`src/rtl/uart_fifo_param_pkg.sv`:
```
// uart_fifo_param_pkg
// Shared defaults for the UART FIFO slice. The macros UART_FIFO_WIDTH,
// UART_FIFO_DEPTH, UART_FIFO_POINTER_W and UART_FIFO_COUNTER_W normally come
// from the project-wide uart_defines.v. They are given fallback values here
// so that this slice builds on its own. UART_FIFO_LEVEL_EN (optional level
// comparator) is deliberately left undefined here; define it on the command
// line or in uart_defines.v to enable lvl_hit.
// No ports: package only.
`ifndef UART_FIFO_WIDTH
`define UART_FIFO_WIDTH 8
`endif
`ifndef UART_FIFO_DEPTH
`define UART_FIFO_DEPTH 16
`endif
`ifndef UART_FIFO_POINTER_W
`define UART_FIFO_POINTER_W 4
`endif
`ifndef UART_FIFO_COUNTER_W
`define UART_FIFO_COUNTER_W 5
`endif

package uart_fifo_param_pkg;
  localparam int DEF_FIFO_WIDTH = `UART_FIFO_WIDTH;
  localparam int DEF_FIFO_DEPTH = `UART_FIFO_DEPTH;
  localparam int DEF_FIFO_PTR_W = `UART_FIFO_POINTER_W;
  localparam int DEF_FIFO_CNT_W = `UART_FIFO_COUNTER_W;

  // Decoded per-edge operation, handy for binding checkers.
  typedef struct packed {
    logic do_push;   // write accepted this edge
    logic do_pop;    // read accepted this edge
    logic ovr_evt;   // push dropped because the FIFO was full
  } fifo_op_t;
endpackage

```
`src/rtl/uart_fifo_ram.sv`:
```
// uart_fifo_ram
// Storage array for the UART FIFO: synchronous write, asynchronous read,
// no reset (contents survive reset and flush).
// Ports:
//   clk   - rising-edge clock
//   we    - write enable
//   waddr - write address
//   wdata - write data
//   raddr - read address
//   rdata - read data (combinational from raddr)
module uart_fifo_ram #(
  parameter int WIDTH  = 8,
  parameter int DEPTH  = 16,
  parameter int ADDR_W = 4
) (
  input  logic              clk,
  input  logic              we,
  input  logic [ADDR_W-1:0] waddr,
  input  logic [WIDTH-1:0]  wdata,
  input  logic [ADDR_W-1:0] raddr,
  output logic [WIDTH-1:0]  rdata
);
  logic [WIDTH-1:0] mem [DEPTH];

  always_ff @(posedge clk) begin
    if (we) mem[waddr] <= wdata;
  end

  assign rdata = mem[raddr];
endmodule

```
`src/rtl/uart_fifo_param.sv`:
```
// uart_fifo_param
// Parametrised show-ahead FIFO for the UART data paths, with a sticky
// overrun flag and an optional occupancy level trigger.
// Optional feature: define UART_FIFO_LEVEL_EN to enable the registered
// lvl_hit comparator; otherwise lvl_hit is tied to 0 and level is ignored.
// Ports:
//   clk, rst  - clock, synchronous active-high reset
//   push      - write strobe, data_in is written when accepted
//   pop       - read strobe, advances past data_out when accepted
//   flush     - discard all contents (priority over push/pop)
//   clr_ovr   - clear sticky overrun
//   data_in   - write data
//   level     - lvl_hit threshold
//   data_out  - head-of-queue data (undefined while empty)
//   count     - occupancy; empty/full derived from it
//   overrun   - sticky: set when a push is dropped
//   lvl_hit   - registered count>=level (feature enabled only)
//
// Handshake: push and pop are single-cycle strobes with no ready return.
// A push is accepted when full=0, or when full=1 together with a pop.
// A pop is accepted when empty=0. Rejected pushes set overrun; rejected
// pops are silently ignored. Flags reflect the edge just taken.
module uart_fifo_param
  import uart_fifo_param_pkg::*;
#(
  parameter int FIFO_WIDTH = DEF_FIFO_WIDTH,
  parameter int FIFO_DEPTH = DEF_FIFO_DEPTH,
  parameter int FIFO_PTR_W = DEF_FIFO_PTR_W,
  parameter int FIFO_CNT_W = DEF_FIFO_CNT_W
) (
  input  logic                  clk,
  input  logic                  rst,
  input  logic                  push,
  input  logic                  pop,
  input  logic                  flush,
  input  logic                  clr_ovr,
  input  logic [FIFO_WIDTH-1:0] data_in,
  input  logic [FIFO_CNT_W-1:0] level,
  output logic [FIFO_WIDTH-1:0] data_out,
  output logic [FIFO_CNT_W-1:0] count,
  output logic                  empty,
  output logic                  full,
  output logic                  overrun,
  output logic                  lvl_hit
);
  localparam logic [FIFO_CNT_W-1:0] DEPTH_C = FIFO_CNT_W'(FIFO_DEPTH);
  localparam logic [FIFO_CNT_W-1:0] CNT_ONE = FIFO_CNT_W'(1);
  localparam logic [FIFO_PTR_W-1:0] PTR_ONE = FIFO_PTR_W'(1);

  logic [FIFO_PTR_W-1:0] wr_ptr, rd_ptr;
  logic [FIFO_CNT_W-1:0] cnt_q, cnt_next;
  logic                  ovr_q;
  logic                  is_full, is_empty;
  logic                  ram_we;
  fifo_op_t              op;

  always_comb begin
    is_full    = (cnt_q == DEPTH_C);
    is_empty   = (cnt_q == '0);
    op.do_pop  = pop && !is_empty;
    // When full, a concurrent pop frees the slot this push lands in.
    op.do_push = push && (!is_full || pop);
    op.ovr_evt = push && is_full && !pop;

    cnt_next = cnt_q;
    if (flush) begin
      cnt_next = '0;
    end else begin
      case ({op.do_push, op.do_pop})
        2'b10:   cnt_next = cnt_q + CNT_ONE;
        2'b01:   cnt_next = cnt_q - CNT_ONE;
        default: cnt_next = cnt_q;
      endcase
    end

    ram_we = op.do_push && !flush && !rst;
  end

  always_ff @(posedge clk) begin
    if (rst) begin
      wr_ptr <= '0;
      rd_ptr <= '0;
      cnt_q  <= '0;
      ovr_q  <= 1'b0;
    end else begin
      if (flush) begin
        wr_ptr <= '0;
        rd_ptr <= '0;
      end else begin
        // Pointers wrap by natural overflow (depth is a power of two).
        if (op.do_push) wr_ptr <= wr_ptr + PTR_ONE;
        if (op.do_pop)  rd_ptr <= rd_ptr + PTR_ONE;
      end
      cnt_q <= cnt_next;
      // Set beats clear; a flush edge does not count as an overrun event.
      if (op.ovr_evt && !flush) ovr_q <= 1'b1;
      else if (clr_ovr)         ovr_q <= 1'b0;
    end
  end

  uart_fifo_ram #(
    .WIDTH  (FIFO_WIDTH),
    .DEPTH  (FIFO_DEPTH),
    .ADDR_W (FIFO_PTR_W)
  ) u_ram (
    .clk   (clk),
    .we    (ram_we),
    .waddr (wr_ptr),
    .wdata (data_in),
    .raddr (rd_ptr),
    .rdata (data_out)
  );

`ifdef UART_FIFO_LEVEL_EN
  logic lvl_q;
  always_ff @(posedge clk) begin
    if (rst) lvl_q <= 1'b0;
    else     lvl_q <= (cnt_next >= level);
  end
  assign lvl_hit = lvl_q;
`else
  logic unused_level;
  assign unused_level = ^level;
  assign lvl_hit      = 1'b0;
`endif

  assign count   = cnt_q;
  assign empty   = is_empty;
  assign full    = is_full;
  assign overrun = ovr_q;
endmodule

```
`config.mk`:
```
export PLATFORM = sky130hd
export DESIGN_NAME = uart_fifo_param
export DESIGN_NICKNAME = d
export VERILOG_FILES = /design/src/rtl/uart_fifo_param_pkg.sv /design/src/rtl/uart_fifo_ram.sv /design/src/rtl/uart_fifo_param.sv
export SDC_FILE = /design/constraint.sdc
export NUM_CORES = 1
export LEC_CHECK = 0
export ABC_AREA = 1
export BUFFER_PORTS_ARGS = -buffer_cell sky130_fd_sc_hd__buf_2
export CORE_MARGIN = 8
export CORE_UTILIZATION = 30
export CTS_CLUSTER_SIZE = 20
export DETAILED_ROUTE_END_ITERATION = 10
export GPL_TIMING_DRIVEN = 0
export PLACE_DENSITY = 0.53
export SLEW_MARGIN = 20
export SYNTH_ARGS = -nofsm -noshare
export SYNTH_HDL_FRONTEND = slang
export SYNTH_SLANG_ARGS = --single-unit
export TNS_END_PERCENT = 1
```
`constraint.sdc`:
```
create_clock -name clk -period 2.7 [get_ports clk]
set_input_delay 0 -clock clk [delete_from_list [all_inputs] [get_ports clk]]
set_output_delay 0 -clock clk [all_outputs]
set_load 0.01 [all_outputs]
```
==> results.py, run 1 <==
metrics = {
    "status": {
        "status": "completed",
    },
    "worst_setup_path": {
        "path_max_fanout": 9,
        "slowest_delay_ps": 430,
        "cpMaxStageDelayCell": "dfxtp_1",
        "cpMostUsedCell": "nand2_1",
        "cp-start-kind": "flop",
        "worst_setup_path_end_kind": "flop",
        "crit_path_cell_trace": "nor2_1, nand3_1, nand2_1, inv_2, ha_1, inv_1, nand2_1, nand2_1, ha_1, inv_1, nand2_1, xor2_1, o21ai_0, inv_1",
        "cp.arrival_ps": 2610,
        "critical_path_class": "flop to flop",
        "reg2reg_setup_slack_ps": 410,
        "crit_required_ps": 3020,
    },
    "yosys": {
        "yosys_warnings": 0,
        "synth.avg_cell_area_um2": 11.3,
        "synth_seq_cells": 146,
        "ys_types": 24,
        "synthesis.area_um2": 6260,
        "synth_cells": 555,
        "ys_seq_area_frac": 0.672,
        "synth_nets": 582,
    },
    "routing": {
        "viasPerCell": 4.71,
        "wirelength_mm": 15.8,
        "drt_iter0_markers": 281,
        "num_vias": 4212,
        "avgRoutedWirePerCell_um": 17.6,
        "drc_errors": 0,
        "final_antenna_net_count": 0,
        "drt_pre_antenna_iters": 5,
    },
    "placed_design": {
        "dp_hpwl_mm": 10.8,
        "place_inst": 859,
        "gp_congestion": 0.876,
        "place.port_buffers": 29,
    },
    "cells_and_area": {
        "final_cells": 895,
        "antenna_cells": 0,
        "drive_above_1_share": 0.145,
        "syn2layout_area_growth_pct": 17.7,
        "layout_common_cells": "edfxtp_1, inv_1, nand2_1",
        "layout_commonest_cell": "edfxtp_1",
        "nets": 634,
        "fin_util": 0.355,
    },
    "sta": {
        "final-setup-viol-count": 0,
        "tns_ps": 0,
        "slew_headroom": 0.403,
        "tightest_slew_ps": 892,
        "fin_worst_skew_ps": 7.15,
        "fmax_mhz": 437,
        "period_needed_ps": 2290,
        "rsz0062_at_grt": "false",
        "hold_viol_final": 0,
        "finalMaxSlewViolations": 0,
        "timing.final.crit_share": 0.848,
    },
    "global_route": {
        "overflow": 0,
        "antenna_found_initial": 0,
        "grt_pass1_vias": 4258,
        "track_usage": 0.124,
        "grt_max_degree": 17,
        "grt_pass1_wl_mm": 23.5,
    },
    "clock_tree": {
        "htree_levels": 4,
        "clkLatencyLatePin_ps": 430,
        "clockBufferDepth": 2,
        "cts.sinks": 146,
        "cts_root_buf": "clkbuf_16",
        "clkTransAtPathRegs_ps": 60,
        "cts_tree": "done",
        "cts_buffers": 17,
        "cts_resized": 0,
    },
    "power": {
        "power_density_nw_per_um2": 718,
        "p_leak_nw": 2.72,
        "vdd_drop_max_mv": 0.461,
    },
    "floorplanning": {
        "num_rows": 53,
        "start_util": 0.301,
        "die_area_um2": 25700,
        "core_um2": 20800,
        "io_pins": 36,
        "die_width_um": 160,
        "die_y_um": 160,
    },
    "run": {
        "max_cap_viol_count": 0,
    },
    "hold_path": {
        "min_path_type": "input pin to flop",
    },
}
## synth_stat cells
master	number	area share
edfxtp_1	128	0.61
inv_1	88	0.053
nand2_1	74	0.044
nand3_1	62	0.050
a21oi_1	45	0.036
o21ai_0	39	0.031
nor2_1	22	0.013
o211ai_1	22	0.026
dfxtp_1	18	0.058
buf_2	16	0.013
o211ai_2	10	0.020
ha_1	8	0.016
buf_6	4	0.0072
clkbuf_1	4	0.0024
xor2_1	3	0.0042
buf_4	2	0.0024
o21ai_1	2	0.0016
xnor2_1	2	0.0028
buf_1	1	0.00060
conb_1	1	0.00060
inv_2	1	0.00060
nand2_2	1	0.0010
nand4_1	1	0.0010
o32ai_1	1	0.0014
## report_power, final
group	leakage, nW	switching (W)	internal [W]
clock	0.283	0.000868	0.00143
combinational	1.14	0.000336	0.000156
sequential	1.30	0.0000174	0.00247
## worst max-delay path, delay by kind of cell, from the launching register on
kind / cells / cell delay (ps)
AOI/OAI and AO/OA: 1 / 160
xor gates and xnor gates: 1 / 160
adders and majority gates: 2 / 470
buffers and inverters: 4 / 380
DFF: 1 / 430
and+or+nand+nor: 6 / 570
## final cells by class
type	count	area [um2]
flip-flops and latches	146	4200
clock inverters	13	143
repair buffers	33	185
multi-input cells	293	1560
inverters	89	334
fillers	2039	13400
well taps	275	344
clock buffers	19	433
plain buffers	27	159
## kinds of logic (layout without fill, tap and decap cells)
group | Yosys count | after routing | synth area share
AOI/OAI and AO/OA | 119 | 119 | 0.117
xor gates and xnor gates | 5 | 5 | 0.00700
adders and majority gates | 8 | 8 | 0.0160
buffers and inverters | 116 | 181 | 0.0788
DFF | 146 | 146 | 0.672
other | 1 | 1 | 0.000599
and+or+nand+nor | 160 | 160 | 0.109
## stage by stage
| stage | total power, W | area (um2) | setup slack, ps | hold slack, ps |
|---|---|---|---|---|
| after floorplan | 0.00283 | 6260 | 727 | 98.9 |
| after global placement | 0.00302 | 6750 | 502 | 190 |
| after detailed placement | 0.00303 | 6750 | 415 | 202 |
| after CTS | 0.00533 | 7360 | 395 | 15.3 |
| after global routing | 0.00547 | 7360 | 92.2 | 14.7 |
| final | 0.00528 | 7360 | 412 | 29.8 |
## state kept, by name, summed over array words and instances (netlist names), named ones only
name	flops
rd_ptr	4
wr_ptr	4
overrun	1
u_ram.mem	128
count	5
## worst paths after layout
| kind | startpoint | to | depth (start not counted) |
|---|---|---|---|
| min | data_in[5] | u_ram.mem[3][5] | 1 |
| min reg2reg | rd_ptr[0] | rd_ptr[0] | 1 |
| max | count[0] | count[2] | 14 |
| max reg2reg | count[0] | count[2] | 14 |
## layer usage
layer | share of wire | up-vias | routed length (um) | GRT usage
met5 | 0 | - | 0 | 0
met1 | 0.44 | 2086 | 6970 | 0.150
met2 | 0.50 | 89 | 7930 | 0.211
li1 | - | 2024 | - | -
met3 | 0.045 | 13 | 717 | 0.0351
met4 | 0.0095 | 0 | 149 | 0.0378
## what timing repair did
action	4_1_cts	5_1_grt
hold endpoints to repair	6	0
hold buffers	4	0
buffers inserted	0	0
Power figures use the tool's default switching activity.
==> run 2, diff against run 1 <==
==> constraint.sdc (replaced) <==
create_clock -name clk -period 2.3 [get_ports clk]
set_input_delay 0 -clock clk [delete_from_list [all_inputs] [get_ports clk]]
set_output_delay 0 -clock clk [all_outputs]
set_load 0.01 [all_outputs]
==> run 2 against run 1 <==
Net effect: non-clock buffer count up 4; final area up 0.88%; clock-buffer cell count unchanged; worst setup slack worse by 240 ps.
==> results.py, run 2 (synthesis gave the netlist of run 1 again) <==
metrics = {
    "run": {
        "max_cap_viol_count": 0,
    },
    "routing": {
        "viasPerCell": 4.71,
        "drt_iter0_markers": 286,
        "final_antenna_net_count": 0,
        "num_vias": 4234,
        "drt_pre_antenna_iters": 5,
        "drc_errors": 0,
        "avgRoutedWirePerCell_um": 17.5,
        "wirelength_mm": 15.8,
    },
    "global_route": {
        "track_usage": 0.124,
        "grt_pass1_vias": 4264,
        "grt_max_degree": 17,
        "grt_pass1_wl_mm": 23.5,
        "overflow": 0,
        "antenna_found_initial": 0,
    },
    "cells_and_area": {
        "register_area_um2": 4210,
        "nets": 638,
        "largest_reg_flops": 128,
        "fin_util": 0.358,
        "syn2layout_area_growth_pct": 18.7,
        "antenna_cells": 0,
        "multi_input_area_um2": 1590,
        "final_cells": 899,
        "regMostFlops": "u_ram.mem",
        "layout_common_cells": "edfxtp_1, inv_1, nand2_1",
        "layout_commonest_cell": "edfxtp_1",
        "fill_cells": 2041,
        "drive_above_1_share": 0.165,
    },
    "clock_tree": {
        "cts_root_buf": "clkbuf_16",
        "cts_tree": "done",
        "clkLatencyLatePin_ps": 420,
        "htree_levels": 4,
        "cts.sinks": 146,
        "clockBufferDepth": 2,
        "cts_buffers": 17,
        "clkTransAtPathRegs_ps": 60,
    },
    "power": {
        "power.share.sequential": 0.470,
        "switchingPower_w": 0.00144,
        "power_density_nw_per_um2": 838,
        "power_frac_comb": 0.096,
        "p_int_w": 0.00478,
        "clkPwrFrac": 0.434,
        "p_leak_nw": 2.74,
        "switching_share": 0.232,
        "vdd_drop_max_mv": 0.538,
    },
    "worst_setup_path": {
        "reg2reg_to": "u_ram.mem[13][6]",
        "reg2reg_setup_slack_ps": 170,
        "crit_required_ps": 2350,
        "cp-start-kind": "flop",
        "worst_setup_path_end_kind": "flop",
        "r2r_cells": 6,
        "path_max_fanout": 8,
        "critical_path_class": "flop to flop",
        "cp.arrival_ps": 2180,
        "rr_startpoint": "count[0]",
    },
    "sta": {
        "period_needed_ps": 2130,
        "fin_worst_skew_ps": 7.26,
        "hold_viol_final": 0,
        "rsz0062_at_grt": "false",
        "tightest_slew_ps": 904,
        "timing.final.crit_share": 0.926,
        "slew_headroom": 0.395,
        "fmax_mhz": 470,
        "finalMaxSlewViolations": 0,
        "final-setup-viol-count": 0,
        "setup_slack_ps": 171,
        "tns_ps": 0,
    },
    "floorplanning": {
        "io_pins": 36,
        "die_width_um": 160,
        "core_um2": 20800,
        "num_rows": 53,
        "die_y_um": 160,
        "start_util": 0.301,
        "die_area_um2": 25700,
    },
    "placed_design": {
        "place.port_buffers": 29,
        "place_inst": 859,
        "pre_cts_ws_ps": 14.9,
        "gp_congestion": 0.876,
        "dp_hpwl_mm": 10.8,
    },
    "hold_path": {
        "worst_hold_path.endpoint": "u_ram.mem[7][4]",
        "min_from": "data_in[4]",
        "whs_path_depth": 1,
        "min_path_type": "input pin to flop",
    },
    "status": {
        "status": "completed",
    },
}
run 2: routing by layer:
layer / routed length, um / track usage / share of wire / vias up
met5: 0 / 0 / 0 / -
met4: 208 / 0.0404 / 0.013 / 0
met3: 668 / 0.0351 / 0.042 / 17
met2: 7890 / 0.210 / 0.50 / 89
met1: 7010 / 0.150 / 0.44 / 2095
li1: - / - / - / 2033
run 2: critical path, cell delays in order, from the launching register on:
cell and delay, ps:
dfxtp_2 390, nor2_2 70, nand4_1 160, nand2_4 110, inv_1 150, nand2_1 150, nor2_1 710
run 2: how the worst max path moves through the flow:
stage	cells after the start	to	slack (ps)	from
6_report	6	u_ram.mem[13][6]	170	count[0]
3_3_place_gp	13	count[2]	100	count[0]
3_5_place_dp	6	u_ram.mem[3][3]	10	count[0]
5_1_grt	6	u_ram.mem[13][6]	40	count[0]
4_1_cts	6	u_ram.mem[13][0]	30	count[0]
2_1_floorplan	14	count[2]	330	count[0]
run 2: power by group through the flow:
stage	Clock, W	Combinational [W]	Sequential, W
6_report	0.00270	0.000597	0.00293
2_1_floorplan	0	0.000344	0.00298
3_5_place_dp	0	0.000575	0.00298
5_1_grt	0.00285	0.000659	0.00293
4_1_cts	0.00275	0.000583	0.00293
3_3_place_gp	0	0.000567	0.00298
run 2: layout make-up:
class / instances / area share
clock buffer: 19 / 0.0583
clock inverter: 13 / 0.0192
tap: 275 / 0.0463
multi-input combinational: 293 / 0.214
buffer: 27 / 0.0214
sequential: 146 / 0.567
timing repair buffer: 37 / 0.0290
inverter: 89 / 0.0453
run 2: repair_timing:
action                     CTS  global route
hold endpoints to repair     6             0
setup endpoints to repair    5            91
gates resized for setup      2            10
gates cloned                 0             0
setup buffers                0             4
pin swaps                    0             2
hold buffers                 4             0
run 2: stage by stage:
stage	area [um2]	hold WS (ps)	total power, W
3_5_place_dp	6750	202	0.00356
3_3_place_gp	6750	190	0.00355
2_1_floorplan	6260	98.9	0.00333
5_1_grt	7430	14.7	0.00644
4_1_cts	7370	15.3	0.00625
6_report	7430	29.4	0.00623
==> run 3, diff against run 2 <==
--- a/config.mk
+++ b/config.mk
@@ -11,7 +11,6 @@
 export CORE_UTILIZATION = 30
 export CTS_CLUSTER_SIZE = 20
 export DETAILED_ROUTE_END_ITERATION = 10
-export GPL_TIMING_DRIVEN = 0
 export PLACE_DENSITY = 0.53
 export SLEW_MARGIN = 20
 export SYNTH_ARGS = -nofsm -noshare
==> run 3 against run 2 <==
Net effect: clock power decreased by 3%; global-route usage fell by 1.6 points; sequential power barely moved; largest power group unchanged.
==> results.py, run 3 (synthesis gave the netlist of run 1 again) <==
metrics = {
    "clock_tree": {
        "cts_root_buf": "clkbuf_16",
        "clockBufferDepth": 2,
        "cts_buffers": 17,
        "cts.sinks": 146,
        "cts_tree": "done",
        "htree_levels": 4,
        "clkTransAtPathRegs_ps": 70,
        "clkLatencyLatePin_ps": 420,
    },
    "sta": {
        "final-setup-viol-count": 0,
        "fin_worst_skew_ps": 14.2,
        "timing.final.crit_share": 0.919,
        "tns_ps": 0,
        "tightest_slew_ps": 690,
        "fmax_mhz": 473,
        "period_needed_ps": 2110,
        "hold_viol_final": 0,
        "rsz0062_at_grt": "false",
        "slew_headroom": 0.540,
        "finalMaxSlewViolations": 0,
    },
    "routing": {
        "drt_pre_antenna_iters": 5,
        "drt_iter0_markers": 203,
        "drc_errors": 0,
        "avgRoutedWirePerCell_um": 15.0,
        "viasPerCell": 4.58,
        "wirelength_mm": 13.5,
        "num_vias": 4118,
        "final_antenna_net_count": 0,
    },
    "worst_setup_path": {
        "cp_top_family": "simple AND/OR/NAND/NOR gates",
        "crit_required_ps": 2620,
        "cpMostUsedCell": "nand2_1",
        "slowest_delay_ps": 350,
        "path_max_fanout": 6,
        "r2r_cells": 16,
        "cp.arrival_ps": 2440,
        "cp-start-kind": "flop",
        "worst_setup_path_end_kind": "flop",
        "path_buf_inv": 4,
        "cpMaxStageDelayCell": "dfxtp_2",
        "worst-path-stages": 16,
        "crit_path_cell_trace": "nor2_2, nand3_1, nand2_1, inv_2, ha_2, inv_1, nand2_1, nand2_1, ha_1, inv_1, nand2_1, nand3_1, nand3_1, nand3_1, nand2_1, inv_1",
        "critical_path_class": "flop to flop",
    },
    "global_route": {
        "overflow": 0,
        "grt_pass1_wl_mm": 22.0,
        "grt_pass1_vias": 4121,
        "grt_max_degree": 65,
        "antenna_found_initial": 0,
        "track_usage": 0.108,
    },
    "power": {
        "clkPwrFrac": 0.431,
        "p_leak_nw": 2.76,
        "switchingPower_w": 0.00155,
        "vdd_drop_max_mv": 0.504,
        "power_density_nw_per_um2": 811,
        "p_int_w": 0.00453,
        "switching_share": 0.255,
        "power.share.sequential": 0.482,
        "power_frac_comb": 0.087,
    },
    "floorplanning": {
        "core_um2": 20800,
        "die_y_um": 160,
        "die_area_um2": 25700,
        "io_pins": 36,
        "die_width_um": 160,
        "start_util": 0.301,
        "num_rows": 53,
    },
    "cells_and_area": {
        "syn2layout_area_growth_pct": 19.9,
        "layout_commonest_cell": "edfxtp_1",
        "layout_common_cells": "edfxtp_1, inv_1, nand2_1",
        "regMostFlops": "u_ram.mem",
        "final_cell_area_um2": 7500,
        "fill_cells": 2006,
        "drive_above_1_share": 0.166,
        "nets": 639,
        "antenna_cells": 0,
        "largest_reg_flops": 128,
    },
    "run": {
        "max_cap_viol_count": 0,
    },
    "placed_design": {
        "gp_congestion": 0.796,
        "dp_hpwl_mm": 8.67,
        "place.port_buffers": 29,
        "dpl-instance-area_um2": 6800,
    },
    "status": {
        "status": "completed",
    },
    "hold_path": {
        "whs_path_depth": 5,
        "min_path_type": "input pin to flop",
    },
}
[run 3: cell types whose count changed in the layout (fill, tap and decap cells not counted), moves of 4 or more]
cell	previous run	this run
buf_2	45	29
buf_4	6	21
buf_6	4	0
clkbuf_1	6	0
clkinv_2	5	1
dlygate4sd3_1	4	12
inv_6	0	5
inv_8	0	5
[run 3: power groups by stage]
| stage | Clock [W] | Sequential, W | Combinational (W) |
|---|---|---|---|
| floorplan | 0 | 0.00298 | 0.000344 |
| global placement | 0 | 0.00298 | 0.000492 |
| detailed placement | 0 | 0.00299 | 0.000506 |
| CTS | 0.00268 | 0.00293 | 0.000524 |
| global route | 0.00280 | 0.00294 | 0.000602 |
| finish | 0.00262 | 0.00293 | 0.000528 |
[run 3: worst reg2reg max path, stage by stage, from the launching register on]
cell and delay (ps):
dfxtp_2 350, nor2_2 170, nand3_1 130, nand2_1 130, inv_2 60, ha_2 220
inv_1 140, nand2_1 70, nand2_1 80, ha_1 140, inv_1 40, nand2_1 90
nand3_1 110, nand3_1 90, nand3_1 90, nand2_1 70, inv_1 40
[run 3: what timing repair did]
| item | 4_1_cts | 5_1_grt |
|---|---|---|
| setup endpoints to repair | 0 | 2 |
| setup buffers | 0 | 1 |
| hold endpoints to repair | 133 | 0 |
| gates resized for setup | 0 | 5 |
| hold buffers | 12 | 0 |
[run 3: worst paths after layout]
kind / to / startpoint / slack, ps
setup / recovery: count[4] / count[0] / 190
hold / removal: count[1] / flush / 80
setup reg to reg: count[4] / count[0] / 190
hold reg to reg: count[0] / count[0] / 500
[run 3: stage by stage]
| stage | power (W) | hold slack (ps) | std cells | setup WS [ps] | util |
|---|---|---|---|---|---|
| after floorplan | 0.00333 | 98.9 | 555 | 327 | - |
| after global placement | 0.00348 | 197 | 855 | 188 | 0.328 |
| after detailed placement | 0.00349 | 206 | 855 | 39.1 | 0.328 |
| after CTS | 0.00614 | 84.6 | 899 | 28.0 | 0.361 |
| after global routing | 0.00634 | 111 | 900 | 46.5 | 0.362 |
| final | 0.00608 | 83.7 | 900 | 186 | 0.362 |
[run 3: area by class of cell]
cell class,count,area [um2],share of cell area
inverter,89,334,0.0445
tap,275,344,0.0458
multi-input combinational,293,1570,0.209
clock buffer,17,425,0.0567
timing repair buffer,65,483,0.0644
clock inverter,15,139,0.0185
sequential,146,4210,0.561
[run 3: metal layers]
layer | global-route usage | vias to the layer above | part of all wire
li1 | - | 2040 | -
met1 | 0.137 | 1992 | 0.47
met2 | 0.176 | 79 | 0.49
met3 | 0.0328 | 7 | 0.040
met4 | 0.0297 | 0 | 0.0053
met5 | 0 | - | 0
